### src/rtl/count_seq_monitor_if.sv
// count_seq_monitor_if: sample/status bundle between the counter stage and its sequence monitor.
// COUNT_MON_MATCH_EN adds match_val/match_pulse.
interface count_seq_monitor_if #(
    parameter int CNT_W  = 3,
    parameter int WRAP_W = 8,
    parameter int ERR_W  = 4
);
    logic [CNT_W-1:0]  count_in;
    logic              count_vld;
    logic              err_clr;
    logic              wrap_pulse;
    logic [WRAP_W-1:0] wrap_cnt;
    logic              seq_err;
    logic [ERR_W-1:0]  err_cnt;
    logic [1:0]        state_o;
`ifdef COUNT_MON_MATCH_EN
    logic [CNT_W-1:0]  match_val;
    logic              match_pulse;
    modport master (output count_in, count_vld, err_clr, match_val,
                    input wrap_pulse, wrap_cnt, seq_err, err_cnt, state_o, match_pulse);
    modport slave  (input count_in, count_vld, err_clr, match_val,
                    output wrap_pulse, wrap_cnt, seq_err, err_cnt, state_o, match_pulse);
`else
    modport master (output count_in, count_vld, err_clr,
                    input wrap_pulse, wrap_cnt, seq_err, err_cnt, state_o);
    modport slave  (input count_in, count_vld, err_clr,
                    output wrap_pulse, wrap_cnt, seq_err, err_cnt, state_o);
`endif
endinterface

### src/rtl/count_seq_monitor.sv
// count_seq_monitor: checks an upstream counter increments by 1 (mod 2^CNT_W), counts wraps and faults.
// Optional COUNT_MON_MATCH_EN adds a registered match_pulse on count_in==match_val.
module count_seq_monitor #(
    parameter int CNT_W  = 3,
    parameter int WRAP_W = 8,
    parameter int ERR_W  = 4
) (
    input logic clk,
    input logic rst,
    count_seq_monitor_if.slave bus
);
    typedef enum logic [1:0] {SYNC = 2'b00, TRACK = 2'b01, FAULT = 2'b10} state_t;

    state_t            state_q, state_d;
    logic [CNT_W-1:0]  prev_q, prev_d, exp_c;
    logic              wrap_pulse_q, wrap_pulse_d;
    logic [WRAP_W-1:0] wrap_cnt_q, wrap_cnt_d;
    logic              seq_err_q, seq_err_d;
    logic [ERR_W-1:0]  err_cnt_q, err_cnt_d;
    logic              hit, smp;

    assign exp_c = prev_q + CNT_W'(1);
    assign hit   = bus.count_in == exp_c;
    assign smp   = bus.count_vld && !bus.err_clr;

    always_comb begin
        state_d      = state_q;
        prev_d       = smp ? bus.count_in : prev_q;
        wrap_pulse_d = 1'b0;
        wrap_cnt_d   = wrap_cnt_q;
        seq_err_d    = seq_err_q;
        err_cnt_d    = err_cnt_q;
        case (state_q)
            SYNC:  state_d = smp ? TRACK : SYNC;
            TRACK: begin
                if (smp && hit && bus.count_in == '0) begin
                    wrap_pulse_d = 1'b1;
                    wrap_cnt_d   = &wrap_cnt_q ? wrap_cnt_q : wrap_cnt_q + WRAP_W'(1);
                end
                if (smp && !hit) begin
                    seq_err_d = 1'b1;
                    err_cnt_d = &err_cnt_q ? err_cnt_q : err_cnt_q + ERR_W'(1);
                    state_d   = FAULT;
                end
            end
            FAULT: err_cnt_d = (smp && !hit && !(&err_cnt_q)) ? err_cnt_q + ERR_W'(1) : err_cnt_q;
            default: state_d = SYNC;
        endcase
        // clear has priority over any sample in the same cycle
        if (bus.err_clr) begin
            state_d   = SYNC;
            seq_err_d = 1'b0;
        end
    end

    always_ff @(posedge clk or negedge rst) begin
        if (!rst) begin
            state_q      <= SYNC;
            prev_q       <= '0;
            wrap_pulse_q <= 1'b0;
            wrap_cnt_q   <= '0;
            seq_err_q    <= 1'b0;
            err_cnt_q    <= '0;
        end else begin
            state_q      <= state_d;
            prev_q       <= prev_d;
            wrap_pulse_q <= wrap_pulse_d;
            wrap_cnt_q   <= wrap_cnt_d;
            seq_err_q    <= seq_err_d;
            err_cnt_q    <= err_cnt_d;
        end
    end

    assign bus.wrap_pulse = wrap_pulse_q;
    assign bus.wrap_cnt   = wrap_cnt_q;
    assign bus.seq_err    = seq_err_q;
    assign bus.err_cnt    = err_cnt_q;
    assign bus.state_o    = state_q;

`ifdef COUNT_MON_MATCH_EN
    logic match_pulse_q, match_pulse_d;

    assign match_pulse_d = bus.count_vld && bus.count_in == bus.match_val;

    always_ff @(posedge clk or negedge rst) begin
        if (!rst) match_pulse_q <= 1'b0;
        else      match_pulse_q <= match_pulse_d;
    end

    assign bus.match_pulse = match_pulse_q;
`endif
endmodule

### src/flat_wrapper.sv
// flat-port wrapper written by rule: the top's interface ports become plain ports
module count_seq_monitor_flat 
#(
    parameter int CNT_W  = 3,
    parameter int WRAP_W = 8,
    parameter int ERR_W  = 4
)
  (clk, rst, bus_count_in, bus_count_vld, bus_err_clr, bus_wrap_pulse, bus_wrap_cnt, bus_seq_err, bus_err_cnt, bus_state_o);
  count_seq_monitor_if #(.CNT_W(CNT_W), .WRAP_W(WRAP_W), .ERR_W(ERR_W)) bus_i ();
  input logic clk;
  input logic rst;
  input wire logic [$bits(bus_i.count_in)-1:0] bus_count_in;
  input wire logic [$bits(bus_i.count_vld)-1:0] bus_count_vld;
  input wire logic [$bits(bus_i.err_clr)-1:0] bus_err_clr;
  output wire logic [$bits(bus_i.wrap_pulse)-1:0] bus_wrap_pulse;
  output wire logic [$bits(bus_i.wrap_cnt)-1:0] bus_wrap_cnt;
  output wire logic [$bits(bus_i.seq_err)-1:0] bus_seq_err;
  output wire logic [$bits(bus_i.err_cnt)-1:0] bus_err_cnt;
  output wire logic [$bits(bus_i.state_o)-1:0] bus_state_o;
  assign bus_i.count_in = bus_count_in;
  assign bus_i.count_vld = bus_count_vld;
  assign bus_i.err_clr = bus_err_clr;
  assign bus_wrap_pulse = bus_i.wrap_pulse;
  assign bus_wrap_cnt = bus_i.wrap_cnt;
  assign bus_seq_err = bus_i.seq_err;
  assign bus_err_cnt = bus_i.err_cnt;
  assign bus_state_o = bus_i.state_o;
  count_seq_monitor #(.CNT_W(CNT_W), .WRAP_W(WRAP_W), .ERR_W(ERR_W)) u_core (.clk(clk), .rst(rst), .bus(bus_i));
endmodule
### config.mk
export PLATFORM = sky130hd
export DESIGN_NAME = count_seq_monitor_flat
export DESIGN_NICKNAME = d
export VERILOG_FILES = /design/src/rtl/count_seq_monitor_if.sv /design/src/rtl/count_seq_monitor.sv /design/src/flat_wrapper.sv
export SDC_FILE = /design/constraint.sdc
export NUM_CORES = 1
export LEC_CHECK = 0
export BUFFER_PORTS_ARGS = -buffer_cell sky130_fd_sc_hd__clkbuf_2
export CORE_MARGIN = 2
export CORE_UTILIZATION = 55
export DETAILED_ROUTE_END_ITERATION = 7
export PLACE_DENSITY = 0.81
export SETUP_SLACK_MARGIN = 0.05
export SYNTH_ARGS = -nofsm -noshare
export SYNTH_HDL_FRONTEND = slang
export SYNTH_SLANG_ARGS = --single-unit
### constraint.sdc
create_clock -name clk -period 4.4 [get_ports clk]
set_clock_uncertainty 0.2 [all_clocks]
set_input_delay 0.22 -clock clk [delete_from_list [all_inputs] [get_ports clk]]
set_output_delay 0.22 -clock clk [all_outputs]
set_load 0.01 [all_outputs]
==> results of run 1 <==
layout make-up:
type	count	area, µm²
inverter	1	3.75
timing repair buffer	24	130
multi-input combinational	56	477
sequential	19	475
fill	129	537
clock buffer	4	26.3
tap	17	21.3
report_power, final:
part	total (mW)	internal (mW)	leakage, nW	switching (mW)
Sequential	0.227	0.198	0.251	0.0286
Combinational	0.111	0.0570	0.275	0.0541
Clock	0.0868	0.0352	0.0150	0.0517
per-stage QoR:
stage | instance area [µm²] | setup WS (ps) | instances
after floorplan | 956 | 2300 | 76
after global placement | 1090 | 2210 | 115
after detailed placement | 1090 | 2180 | 115
after CTS | 1130 | 2150 | 121
after global routing | 1130 | 2010 | 121
final | 1130 | 2170 | 121
registers in the layout (all words and copies together) (netlist names):
register,cells
u_core.bus.err_cnt,4
u_core.bus.seq_err,1
u_core.bus.state_o,2
u_core.bus.wrap_cnt,8
u_core.bus.wrap_pulse,1
u_core.prev_q,3
timing repair:
| action | CTS | global route |
|---|---|---|
| hold buffers | 2 | 0 |
| hold endpoints to repair | 22 | 0 |
| endpoints found under the setup margin | 0 | 0 |
kinds of logic (layout without fill, tap and decap cells):
| family | count (synthesis) | in the layout | synth area share |
|---|---|---|---|
| and+or+nand+nor | 29 | 29 | 0.203 |
| DFF | 19 | 19 | 0.497 |
| xor gates and xnor gates | 13 | 13 | 0.145 |
| muxes | 6 | 6 | 0.0707 |
| AOI/OAI and AO/OA | 5 | 5 | 0.0406 |
| adders and majority gates | 3 | 3 | 0.0393 |
| buffers and inverters | 1 | 29 | 0.00392 |
cell usage in the layout (no fill, tap or decap), types with 2 or more instances in the layout:
cell type      netlist  routed
nand3_1              4       4
clkbuf_2             0      22
and2b_2              2       2
ha_1                 3       3
mux2_2               6       6
nand4_1              4       4
nor3_1               2       2
clkbuf_4             0       3
xnor2_1              8       8
dlygate4sd3_1        0       2
nand2b_1             4       4
xor2_1               3       3
nand2_1              5       5
dfrtp_1             19      19
metal layers:
metal,wire (µm),vias up,track usage
met5,0,-,0
met4,32,0,0.0686
met2,794,19,0.279
met1,787,310,0.242
met3,51,6,0.0357
li1,-,331,-
how the worst max path moves through the flow:
stage	startpoint	to	slack (ps)	cells past startpoint
2_1_floorplan	u_core.prev_q[0]	u_core.bus.err_cnt[1]	2300	5
3_3_place_gp	u_core.prev_q[0]	u_core.bus.wrap_cnt[1]	2210	5
3_5_place_dp	u_core.prev_q[0]	u_core.bus.wrap_cnt[1]	2180	5
4_1_cts	u_core.prev_q[0]	u_core.bus.wrap_cnt[1]	2150	5
5_1_grt	u_core.prev_q[0]	u_core.bus.wrap_cnt[5]	2010	6
6_report	u_core.prev_q[0]	u_core.bus.wrap_cnt[1]	2170	5
synthesized netlist by cell type (2+ instances only):
| master | instances | area, µm² |
|---|---|---|
| nor3_1 | 2 | 10.0 |
| dfrtp_1 | 19 | 475 |
| xnor2_1 | 8 | 70.1 |
| ha_1 | 3 | 37.5 |
| nand3_1 | 4 | 20.0 |
| nand2b_1 | 4 | 25.0 |
| mux2_2 | 6 | 67.6 |
| nand2_1 | 5 | 18.8 |
| and2b_2 | 2 | 17.5 |
| xor2_1 | 3 | 26.3 |
| nand4_1 | 4 | 25.0 |
==> impl_metrics.env, run 1 <==
export IMPL_n_antenna_cell=0
export IMPL_postSynthAreaPerCell_um2=12.6
export IMPL_worst_r2r_path_depth=5
export IMPL_min_to="u_core.prev_q[1]"
export IMPL_wirelength_um=1670
export IMPL_post_drt_via_cell_ratio=5.50
export IMPL_port_buffer_count=22
export IMPL_synthArstFlopShare=1.00
export IMPL_grt_pass1_wl_um=2590
export IMPL_area_growth_pct=18.6
export IMPL_grt_pass1_vias=601
export IMPL_holdWs_ps=17.4
export IMPL_ys_warn_count=0
export IMPL_max_freq_mhz=448
export IMPL_start_util=0.572
export IMPL_syn_instance_count=76
export IMPL_clock_path_buffers=2
export IMPL_htreeDepth=1
export IMPL_insertion_delay_ps=290
export IMPL_antenna_left=0
export IMPL_crit_buf_inv=0
export IMPL_path_cells="ha_1 -> xnor2_1 -> nand2_1 -> nor4_4 -> mux2_2"
export IMPL_drt_iter0_drc=8
export IMPL_path_clk_slew_ps=110
export IMPL_max_vdd_ir_drop_mv=0.212
export IMPL_dpl_hpwl_um=1260
export IMPL_cts_root_buffer="clkbuf_4"
export IMPL_nets=115
export IMPL_seq_area_frac_synth=0.497
export IMPL_rsz0062_at_grt="false"
export IMPL_required_ps=4390
export IMPL_crit_type="reg2reg"
export IMPL_synth_ff_type="dfrtp_1"
export IMPL_cts_tree="yes"
export IMPL_worst_hold_path_num_cells=2
export IMPL_hp_start="bus_count_in[1]"
export IMPL_drive_above_1_share=0.385
export IMPL_drv_slew=0
export IMPL_ys_ff_latch=19
export IMPL_cts_sinks=19
export IMPL_grt_usage=0.178
export IMPL_pin_count=23
export IMPL_netlist_area_um2=956
export IMPL_fin_util=0.679
export IMPL_rows=15
export IMPL_tns_ps=0
export IMPL_worstReg2RegStart="u_core.prev_q[0]"
export IMPL_critPathSlowestCell="dfrtp_1"
export IMPL_firstDrtPassIters=4
export IMPL_reg2reg_slack_ps=2170
export IMPL_setup_violations=0
export IMPL_max_slew_margin=0.678
export IMPL_power_density_nw_per_um2=375
export IMPL_rr_endpoint="u_core.bus.wrap_cnt[1]"
export IMPL_leakagePower_nw=0.541
export IMPL_min_path_type="in2reg"
export IMPL_cp_top_family="simple AND/OR/NAND/NOR gates"
export IMPL_min_period_ps=2230
export IMPL_vias=666
export IMPL_cts_resized=0
export IMPL_cp_arrival_ps=2220
export IMPL_gp_congestion=0.724
export IMPL_numCtsBuffers=3
export IMPL_worst_slew_pin_slew_ps=483
export IMPL_antenna_found_initial=0
export IMPL_post_cts_buffers=0
export IMPL_die_width_um=45.7
export IMPL_slowest_delay_ps=440
export IMPL_critPathLaunchType="register"
export IMPL_grt_max_degree=20
export IMPL_remaining_drc_errors=0
export IMPL_fp_dieH_um=45.7
export IMPL_syn_nets=86
export IMPL_hold_violations=0
export IMPL_wl_per_cell_um=13.8
export IMPL_overflow=0
export IMPL_drv_cap=0
export IMPL_ys_types=27
export IMPL_crit_fanout=6
export IMPL_core_area_um2=1670
export IMPL_power_mw=0.425
export IMPL_fin_crit_sh=0.507
export IMPL_status="finished, final reports clean"
export IMPL_synth_edf_count=0
export IMPL_end_kind="register"
export IMPL_die_area_um2=2090
Note: power is estimated with default switching activity, not from simulation.
==> inputs of run 2 (changes only) <==
--- a/config.mk
+++ b/config.mk
@@ -7,9 +7,9 @@
 export LEC_CHECK = 0
 export BUFFER_PORTS_ARGS = -buffer_cell sky130_fd_sc_hd__clkbuf_2
 export CORE_MARGIN = 2
-export CORE_UTILIZATION = 55
+export CORE_UTILIZATION = 51
 export DETAILED_ROUTE_END_ITERATION = 7
-export PLACE_DENSITY = 0.81
+export PLACE_DENSITY = 0.76
 export SETUP_SLACK_MARGIN = 0.05
 export SYNTH_ARGS = -nofsm -noshare
 export SYNTH_HDL_FRONTEND = slang
==> constraint.sdc (replaced) <==
create_clock -name clk -period 2.2 [get_ports clk]
set_clock_uncertainty 0.2 [all_clocks]
set_input_delay 0.11 -clock clk [delete_from_list [all_inputs] [get_ports clk]]
set_output_delay 0.11 -clock clk [all_outputs]
set_load 0.01 [all_outputs]
==> impl_metrics.env, run 2 (synthesis gave the netlist of run 1 again) <==
export IMPL_max_vdd_ir_drop_mv=0.456
export IMPL_pin_count=23
export IMPL_status="finished, final reports clean"
export IMPL_largest_reg_flops=8
export IMPL_firstDrtPassIters=4
export IMPL_drv_cap=0
export IMPL_min_period_ps=2110
export IMPL_max_freq_mhz=475
export IMPL_drv_slew=0
export IMPL_start_util=0.548
export IMPL_dp_cells=124
export IMPL_cp_arrival_ps=2110
export IMPL_wirelength_um=1840
export IMPL_worst_slew_pin_slew_ps=473
export IMPL_p_comb_frac=0.285
export IMPL_leakagePower_nw=0.587
export IMPL_area_growth_pct=30.4
export IMPL_core_area_um2=1750
export IMPL_numCtsBuffers=3
export IMPL_grt_pass1_vias=577
export IMPL_power_density_nw_per_um2=710
export IMPL_hold_violations=0
export IMPL_htreeDepth=1
export IMPL_required_ps=2200
export IMPL_finalNonFillerCells=138
export IMPL_gp_congestion=0.800
export IMPL_power_mw=0.884
export IMPL_fin_crit_sh=0.958
export IMPL_cts_root_buffer="clkbuf_4"
export IMPL_min_path_type="in2async"
export IMPL_crit_fanout=6
export IMPL_antenna_left=0
export IMPL_die_area_um2=2240
export IMPL_critPathLaunchType="register"
export IMPL_max_slew_margin=0.685
export IMPL_fin_util=0.714
export IMPL_nets=124
export IMPL_critPathSlowestCell="dfrtp_1"
export IMPL_netSwitchingFraction=0.324
export IMPL_die_width_um=47.3
export IMPL_crit_type="reg2reg"
export IMPL_grt_max_degree=20
export IMPL_path_clk_slew_ps=110
export IMPL_drive_above_1_share=0.425
export IMPL_final_cell_mix="clkbuf_2 (22), dfrtp_1 (19), xnor2_1 (7)"
export IMPL_rows=15
export IMPL_grt_usage=0.171
export IMPL_cts_tree="yes"
export IMPL_seq_power_share=0.508
export IMPL_insertion_delay_ps=300
export IMPL_slowest_delay_ps=410
export IMPL_power_switching_mw=0.286
export IMPL_dpl_hpwl_um=1230
export IMPL_overflow=0
export IMPL_drt_iter0_drc=15
export IMPL_p_int_mw=0.598
export IMPL_setup_violations=0
export IMPL_post_drt_via_cell_ratio=5.14
export IMPL_port_buffer_count=22
export IMPL_vias=709
export IMPL_remaining_drc_errors=0
export IMPL_fp_dieH_um=47.3
export IMPL_end_kind="register"
export IMPL_clock_power_share=0.207
export IMPL_grt_pass1_wl_um=2550
export IMPL_antenna_found_initial=0
export IMPL_tns_ps=0
export IMPL_clock_path_buffers=2
export IMPL_cts_sinks=19
export IMPL_rsz0062_at_grt="false"
export IMPL_wl_per_cell_um=13.3
export IMPL_final_common_cell="clkbuf_2"
export IMPL_path_cells="ha_2 -> xnor2_2 -> nand2_2 -> nor4_4 -> buf_4 -> mux2_2"
export IMPL_n_antenna_cell=0
run 2: what timing repair did:
item	in CTS	in global routing
setup buffers	0	4
pin swaps	1	6
hold buffers	6	0
hold endpoints to repair	25	0
resized for setup	1	4
setup endpoints to repair	3	7
run 2: path summary, 6_finish.rpt:
path / start / to / slack [ps] / cells after the start
worst max-delay path: u_core.prev_q[1] / u_core.bus.wrap_cnt[1] / 90 / 6
worst min-delay path: rst / u_core.bus.wrap_cnt[3] / 80 / 2
max in group asynchronous: rst / u_core.prev_q[2] / 1400 / 2
min in group clk: u_core.bus.wrap_cnt[5] / u_core.bus.wrap_cnt[5] / 290 / 1
worst max register to register: u_core.prev_q[1] / u_core.bus.wrap_cnt[1] / 90 / 6
worst min register to register: u_core.bus.wrap_cnt[5] / u_core.bus.wrap_cnt[5] / 290 / 1
run 2: stage by stage:
stage	hold slack (ps)	setup slack, ps	cell area (µm²)
global placement	-120	66.7	1100
global route	128	34.6	1250
floorplan	-386	97.7	956
detailed placement	-111	46.7	1100
CTS	94.3	55.6	1190
finish	81.3	92.9	1250
run 2: critical path, delay by kind of cell (launching register included):
| kind | cells | cell delay [ps] |
|---|---|---|
| flip-flops | 1 | 410 |
| AND/OR/NAND/NOR | 2 | 340 |
| multiplexers | 1 | 330 |
| adder cells (fa/ha/maj) | 1 | 310 |
| XOR/XNOR | 1 | 230 |
| buffers and inverters | 1 | 180 |
run 2: cell type report:
class | count | area, µm²
sequential | 19 | 475
timing repair buffer | 33 | 208
tap | 25 | 31.3
clock buffer | 4 | 26.3
fill | 139 | 499
multi-input combinational | 56 | 502
inverter | 1 | 3.75
run 2: routing by layer:
| layer | wire length (µm) | track usage |
|---|---|---|
| met5 | 0 | 0 |
| met4 | 36 | 0.117 |
| met3 | 62 | 0.0346 |
| met2 | 837 | 0.246 |
| met1 | 898 | 0.231 |
run 2: power by group through the flow:
| stage | Clock, mW | Combinational [mW] | Sequential, mW |
|---|---|---|---|
| finish | 0.183 | 0.252 | 0.450 |
| floorplan | 0 | 0.124 | 0.468 |
| detailed placement | 0 | 0.220 | 0.456 |
| global placement | 0 | 0.213 | 0.452 |
| CTS | 0.185 | 0.230 | 0.449 |
| global route | 0.201 | 0.279 | 0.456 |
